[src/rtl/aes_ctr_engine.sv]
// rtl/aes_ctr_engine.sv - CTR-mode streaming front end for a fixed-latency pipelined AES core
module aes_ctr_engine #(
    parameter int CORE_LAT = 11,
    parameter int DEPTH    = 16,
    parameter int CTR_W    = 32
) (
    input  logic         clk,
    input  logic         reset,
    input  logic         key_ready,
    input  logic         iv_load,
    input  logic [127:0] iv,
    input  logic         in_valid,
    output logic         in_ready,
    input  logic [127:0] in_data,
    input  logic         in_last,
    output logic         out_valid,
    input  logic         out_ready,
    output logic [127:0] out_data,
    output logic         out_last,
    output logic         core_valid_o,
    output logic [127:0] core_block_o,
    input  logic         core_valid_i,
    input  logic [127:0] core_block_i,
    output logic         busy,
    output logic         err,
    output logic [31:0]  blk_count
);

    localparam int AW = $clog2(DEPTH);
    localparam int CW = AW + 1;
    localparam int FW = $clog2(CORE_LAT + 2);

    typedef enum logic [1:0] {S_FLUSH, S_IDLE, S_RUN, S_DRAIN} state_t;

    state_t          state, state_next;
    logic [FW-1:0]   flush_cnt;
    logic [127:0]    ctr;

    logic [127:0]    pt_mem [DEPTH];
    logic [DEPTH-1:0] pt_last_mem;
    logic [127:0]    ks_mem [DEPTH];
    logic [AW-1:0]   pt_wp, pt_rp, ks_wp, ks_rp;
    logic [CW-1:0]   inflight, inflight_next, ks_cnt;

    logic accept, pop, load_iv, ks_in, ks_bad, ks_push;

    assign in_ready  = (state == S_RUN) && (inflight < CW'(DEPTH)) && key_ready;
    assign accept    = in_valid && in_ready;
    assign out_valid = (inflight != '0) && (ks_cnt != '0);
    assign pop       = out_valid && out_ready;
    assign out_data  = pt_mem[pt_rp] ^ ks_mem[ks_rp];
    assign out_last  = pt_last_mem[pt_rp];
    assign load_iv   = (state == S_IDLE) && iv_load && key_ready;
    assign busy      = (state != S_IDLE);

    // A keystream beat with no waiting plaintext cannot belong to any issued block.
    assign ks_in   = core_valid_i && (state != S_FLUSH);
    assign ks_bad  = ks_in && ((ks_cnt == CW'(DEPTH)) || (ks_cnt >= inflight));
    assign ks_push = ks_in && !ks_bad;

    assign inflight_next = inflight + CW'(accept) - CW'(pop);

    always_comb begin
        state_next = state;
        case (state)
            S_FLUSH: if (flush_cnt == FW'(CORE_LAT)) state_next = S_IDLE;
            S_IDLE:  if (load_iv) state_next = S_RUN;
            S_RUN:   if (accept && in_last) state_next = S_DRAIN;
            S_DRAIN: if (inflight_next == '0) state_next = S_IDLE;
            default: state_next = S_FLUSH;
        endcase
    end

    always_ff @(posedge clk) begin
        if (reset) begin
            state        <= S_FLUSH;
            flush_cnt    <= '0;
            ctr          <= '0;
            core_valid_o <= 1'b0;
            core_block_o <= '0;
            pt_wp        <= '0;
            pt_rp        <= '0;
            ks_wp        <= '0;
            ks_rp        <= '0;
            inflight     <= '0;
            ks_cnt       <= '0;
            err          <= 1'b0;
            blk_count    <= '0;
        end else begin
            state        <= state_next;
            flush_cnt    <= (state == S_FLUSH) ? flush_cnt + FW'(1) : '0;
            core_valid_o <= accept;
            if (accept) begin
                core_block_o <= ctr;
                ctr          <= {ctr[127:CTR_W], ctr[CTR_W-1:0] + CTR_W'(1)};
                pt_wp        <= pt_wp + AW'(1);
            end else if (load_iv) begin
                ctr <= iv;
            end
            if (ks_push) ks_wp <= ks_wp + AW'(1);
            if (pop) begin
                pt_rp <= pt_rp + AW'(1);
                ks_rp <= ks_rp + AW'(1);
            end
            inflight <= inflight_next;
            ks_cnt   <= ks_cnt + CW'(ks_push) - CW'(pop);
            if (ks_bad) err <= 1'b1;
            if (load_iv)  blk_count <= '0;
            else if (pop) blk_count <= blk_count + 32'd1;
        end
    end

    // Storage only; occupancy is tracked by the pointers and counts above.
    always_ff @(posedge clk) begin
        if (accept) begin
            pt_mem[pt_wp]      <= in_data;
            pt_last_mem[pt_wp] <= in_last;
        end
        if (ks_push) ks_mem[ks_wp] <= core_block_i;
    end

endmodule
[config.mk]
export PLATFORM = sky130hd
export DESIGN_NAME = aes_ctr_engine
export DESIGN_NICKNAME = d
export VERILOG_FILES = /design/src/rtl/aes_ctr_engine.sv
export SDC_FILE = /design/constraint.sdc
export NUM_CORES = 2
export LEC_CHECK = 0
export ABC_AREA = 1
export CORE_MARGIN = 1.5
export CORE_UTILIZATION = 31
export CTS_CLUSTER_DIAMETER = 200
export DETAILED_ROUTE_END_ITERATION = 7
export MAX_ROUTING_LAYER = met4
export SLEW_MARGIN = 0
export SYNTH_ARGS = -nofsm -noshare
export SYNTH_HDL_FRONTEND = slang
export SYNTH_SLANG_ARGS = --single-unit
[constraint.sdc]
create_clock -name clk -period 9.58 [get_ports clk]
set_input_delay 1.437 -clock clk [delete_from_list [all_inputs] [get_ports clk]]
set_output_delay 1.437 -clock clk [all_outputs]
set_load 0.02 [all_outputs]
; Word-level counts from Yosys, hierarchy flattened
; Memories as Yosys holds them, arrays and structs flattened. A register that Yosys moved wholly into a read port is not among the register bits.
; Cells that the tools add are included.
[word_totals]
ram_bits = 4096
out_inout_bits = 294
regBits = 338
input_bits = 392
memories = 2
word_cells = 90
[memory_table]
columns = name, depth, width, read_ports, rd_clocked_by_memory_dff, write_ports, line_no
row1 = ks_mem, 16, 128, 1, 1, 1, 41  ; logic [127:0] ks_mem [DEPTH];
row2 = pt_mem, 16, 128, 1, 1, 1, 39  ; logic [127:0] pt_mem [DEPTH];
[classes]
bitwise_logic = 3
n_addsub = 11
muxes = 20
reduce_logical = 24
n_lt_le_gt_ge = 5
n_eq_ne = 10
[ops]
columns = op, count
row1 = 128-bit XOR, 1
row2 = "32-bit by 1-bit adder with 32-bit output, second input constant", 2
row3 = 32-bit 2-to-1 mux, 2
row4 = "4-bit by 1-bit adder with 4-bit output, second input constant", 5
row5 = 16-bit bitwise mux, 1
row6 = 4-bit 2-to-1 mux, 4
row7 = 1-bit logical AND, 12
row8 = 5-bit by 1-bit adder with 5-bit output, 2
row9 = "4-bit by 5-bit less-than comparator with 1-bit output, second input constant", 2
row10 = 5-bit nonzero test, 2
row11 = 5-bit by 1-bit subtractor with 5-bit output, 2
row12 = 2-bit 2-to-1 mux, 4
row13 = 2-bit one-hot mux with 4 select lines, 1
row14 = 1-bit 2-to-1 mux, 6
row15 = "2-bit inequality test, second input constant", 3
row16 = "5-bit equality test, second input constant", 1
row17 = 5-bit greater-or-equal comparator, 1
row18 = 5-bit zero test, 1
row19 = "5-bit less-than comparator, second input constant", 1
row20 = 1-bit binary-select mux with 4-bit select, 1
row21 = 1-bit demux with 4-bit select, 1
row22 = "2-bit equality test, second input constant", 2
row23 = "4-bit equality test, second input constant", 1
row24 = "4-bit by 1-bit greater-or-equal comparator with 1-bit output, second input constant", 1
row25 = other kinds (10), 14

; Longest topological paths before layout
[logic_depth]
depth_word = 9
mapped_depth = 21
mapped_depth_nobuf = 19

; Worst setup path before layout
; No wires, ideal clock.
[synth_path]
kind = input -> register
startpoint = input port key_ready
endpoint = register pt_last_mem[13] (enable)
required_ns = 8.961
arrival_ns = 8.016
path_stages = 8
setup_time_ns = 0.619
path_buffers = 2
setup_slack_ns = 0.946
cell_sequence = nand2_1 > nor2_1 > nand2_1 > inv_1 > buf_2 > buf_2 > nand2_1 > nor2_1
[synth_via]
elab_chain_len = 2
[synth_lines]
columns = item, line_no
row1 = start: declaration, 9  ; input logic key_ready,
row2 = 1-bit logical AND, 47  ; assign in_ready = (state == S_RUN) && (inflight < CW'(DEPTH)) && key_ready;
row3 = via in_ready, 13  ; output logic in_ready,
row4 = 1-bit logical AND, 48  ; assign accept = in_valid && in_ready;
row5 = end signal: indexed assignment, 117  ; pt_last_mem[pt_wp] <= in_last;
row6 = end: declaration, 40  ; logic [DEPTH-1:0] pt_last_mem;
; The timed path passes the listed nets, and every way through them passes these cells.
; A chain may end at the register's enable or synchronous reset.

==> flow_metrics.env <==
export IMPL_drc_errors=0
export IMPL_via_per_inst=5.197
export IMPL_m1WireLength_um=226100
export IMPL_p_per_area_nw_per_um2=267.7
export IMPL_rows=276
export IMPL_core_um2=564600
export IMPL_status="completed"
export IMPL_crit_path_frequent_cell="nand2_1"
export IMPL_htree_num_levels=5
export IMPL_cts_inserted_buffers=438
export IMPL_min_period_ns=7.537
export IMPL_power_frac_seq_pct=39.8
export IMPL_min_period_over_period_pct=78.67
export IMPL_cp_data_arrival_time_ns=6.10
export IMPL_power_frac_comb_pct=28.6
export IMPL_boundaryPins=686
export IMPL_cts_sinks=4442
export IMPL_die_w_um=755.5
export IMPL_ys_top_cells_by_area="edfxtp_1 70%, o21ai_0 5.9%, nor2_1 5.6%"
export IMPL_irDropWorstVdd_mv=0.3123
export IMPL_drt_total_wl_um=578000
export IMPL_fmax_mhz=132.7
export IMPL_num_fill_cells=54147
export IMPL_cts_resized=0
export IMPL_grt_max_degree=280
export IMPL_max_slew_worst_pin_slew_ns=1.376
export IMPL_grt_ovfl_total=0
export IMPL_syn_area_um2=175500
export IMPL_antenna_found_initial=176
export IMPL_setup_violations=0
export IMPL_synthArstFlopShare_pct=0
export IMPL_cts_root_buffer="clkbuf_16"
export IMPL_path_cells="inv_8 > buf_12 > buf_4 > o21ai_0 > o211ai_1 > nand3_1 > nand2_1 > nand2_1 > nand2_1 > clkdlybuf4s50_1"
export IMPL_insertion_delay_ns=1.09
export IMPL_synthDistinctLibCells=39
export IMPL_synth_top_cell_by_area="edfxtp_1"
export IMPL_p_int_w=0.03553
export IMPL_initial_core_util_pct=31.09
export IMPL_syn_avg_cell_area_um2=12.32
export IMPL_grt_setup_unrepaired="false"
export IMPL_multiInputGateArea_um2=40580
export IMPL_cts_buffer_depth=4
export IMPL_path_clk_slew_ns=0.06
export IMPL_synth_main_ff_cell="edfxtp_1"
export IMPL_final_layout_size_suffix_gt1_share_pct=5.651
export IMPL_synth_commonest_cells="4112 x edfxtp_1, 2629 x nor2_1, 2080 x o21ai_0, 1726 x nand2_1, 745 x nand3_1"
export IMPL_routed_top_layer="met4"
export IMPL_cp_slowest_cell="buf_4"
export IMPL_wl_met2_um=274300
export IMPL_synth_fp_nets=14672
export IMPL_power_switching_w=0.01907
export IMPL_required_ns=8.14
export IMPL_fin_nets=15008
export IMPL_drtPass1Iterations=6
export IMPL_grt_pass1_wl_um=812900
export IMPL_syn_to_final_growth_pct=16.19
export IMPL_synth_top_family_by_area="simple AND/OR/NAND/NOR gates"
export IMPL_register_area_um2=130100
export IMPL_grt_pass1_vias=108955
export IMPL_synth_cells=14244
export IMPL_gp_congestion=0.8778
export IMPL_relSlewSlack_pct=7.283
export IMPL_p_sw_share_pct=34.93
export IMPL_synthSimpleGateAreaFrac_pct=11.78
export IMPL_grt_use_total_pct=19.98
export IMPL_fin_worst_skew_ns=0.1414
export IMPL_drv_cap=0
export IMPL_critPathBufInv=4
export IMPL_synth_fa_ha_area_share_pct=0.2652
export IMPL_critical_path_top_delay_family="buffers and inverters"
export IMPL_synth_area_mux_share_pct=0
export IMPL_die_area_um2=570700
export IMPL_cp_start_kind="register"
export IMPL_io_buffers=685
export IMPL_synth_xor_area_share_pct=0.2645
export IMPL_drt_iter0_drc=12940
export IMPL_synth_compound_area_share_pct=10.67
export IMPL_critical_path_max_stage_delay_ns=0.98
export IMPL_hold_violations=0
export IMPL_post_cts_buffers=0
export IMPL_yosysSeqAreaShare_pct=74.11
export IMPL_final_max_slew_viol_count=0
export IMPL_synth_warning_count=0
export IMPL_whs_ns=0.4379
export IMPL_wl_met3_um=47700
export IMPL_routed_via_count=117057
export IMPL_cts_hold_buffers=0
export IMPL_hp_class="reg2reg"
export IMPL_antenna_left=0
export IMPL_synth_seq_cells=4442
export IMPL_path_class="reg2out"
export IMPL_fp_dieH_um=755.5
export IMPL_path_max_fanout=111
export IMPL_synth_top_cell_area_share_pct=70.35
export IMPL_leakagePower_nw=65.72
export IMPL_clockPowerShare_pct=31.6
export IMPL_wl_per_cell_um=25.66
export IMPL_end_kind="output pin"
export IMPL_place_hpwl_um=327000
export IMPL_cts_tree="done"
export IMPL_synth_most_common_cell="edfxtp_1"
export IMPL_tns_ns=0
export IMPL_synth_edf_count=4112
cell usage in the layout (no fill, tap or decap), drive strengths merged, types with 158 or more instances in the layout:
master and count:
clkdlybuf4s50 684, dfxtp 330, nor2 2631, o22ai 426
nand3 745, buf 158, edfxtp 4112, inv 201
a21oi 210, nand2 1727, o21ai 2293, clkinv 215
o211ai 303, clkbuf 532
worst paths after layout:
kind	end	slack, ns	depth (start not counted)	from
setup reg to reg	pt_mem[1][114]$_DFFE_PP_	5.05	9	state[0]$_SDFFE_PP0P_
setup / recovery	out_data[26]	2.04	10	register
hold / removal	core_block_o[126]$_SDFFE_PP0N_	0.44	2	ctr[126]$_SDFFE_PP0P_
hold reg to reg	core_block_o[126]$_SDFFE_PP0N_	0.44	2	ctr[126]$_SDFFE_PP0P_
power by group through the flow:
stage | Clock [W] | Sequential, W | Combinational (W)
floorplan | 0 | 0.0220 | 0.00912
global placement | 0 | 0.0221 | 0.0155
detailed placement | 0 | 0.0222 | 0.0156
CTS | 0.0175 | 0.0217 | 0.0156
global route | 0.0182 | 0.0218 | 0.0169
finish | 0.0172 | 0.0217 | 0.0156
layout make-up:
cell class / instances / share of cell area, %
sequential: 4442 / 63.80
clock inverter: 280 / 1.360
inverter: 191 / 0.3927
antenna: 64 / 0.07853
multi-input combinational: 8665 / 19.90
tap: 7506 / 4.605
clock buffer: 532 / 5.605
timing repair buffer: 842 / 4.258
kinds of logic after synthesis:
logic type | after synthesis
simple gates | 5198
flops | 4442
compound gates | 3378
buf+inv | 1137
xor+xnor | 53
fa+ha+maj | 36
tightest hold or removal path: stages (launching register included):
cell and delay (ns):
dfxtp_1 0.31, nand2_1 0.06, a21oi_1 0.05
flip-flops by register name, indices dropped and copies added, names as in the netlist, 5 cells and up, named ones only:
register / flops
blk_count: 32
core_block_o: 128
ctr: 128
inflight: 5
ks_cnt: 5
ks_mem: 2048
pt_last_mem: 16
pt_mem: 2048
stage by stage:
step / util, % / total power, W / setup slack [ns] / cell area (µm²) / cells
after global placement: 33.57 / 0.03763 / 3.132 / 189600 / 21646
after floorplan: - / 0.03114 / 0.9457 / 175500 / 14244
after detailed placement: 33.57 / 0.03772 / 3.178 / 189600 / 21646
final: 36.12 / 0.05460 / 2.043 / 203900 / 22522
after CTS: 36.09 / 0.05484 / 2.082 / 203800 / 22458
after global routing: 36.11 / 0.05684 / 1.893 / 203900 / 22504
routing by layer:
metal | global-route usage [%] | vias up
met1 | 24.50 | 58568
met3 | 3.948 | 1097
met2 | 32.03 | 4940
li1 | - | 52452
met5 | - | -
met4 | 9.019 | 0
Power figures use the tool's default switching activity.
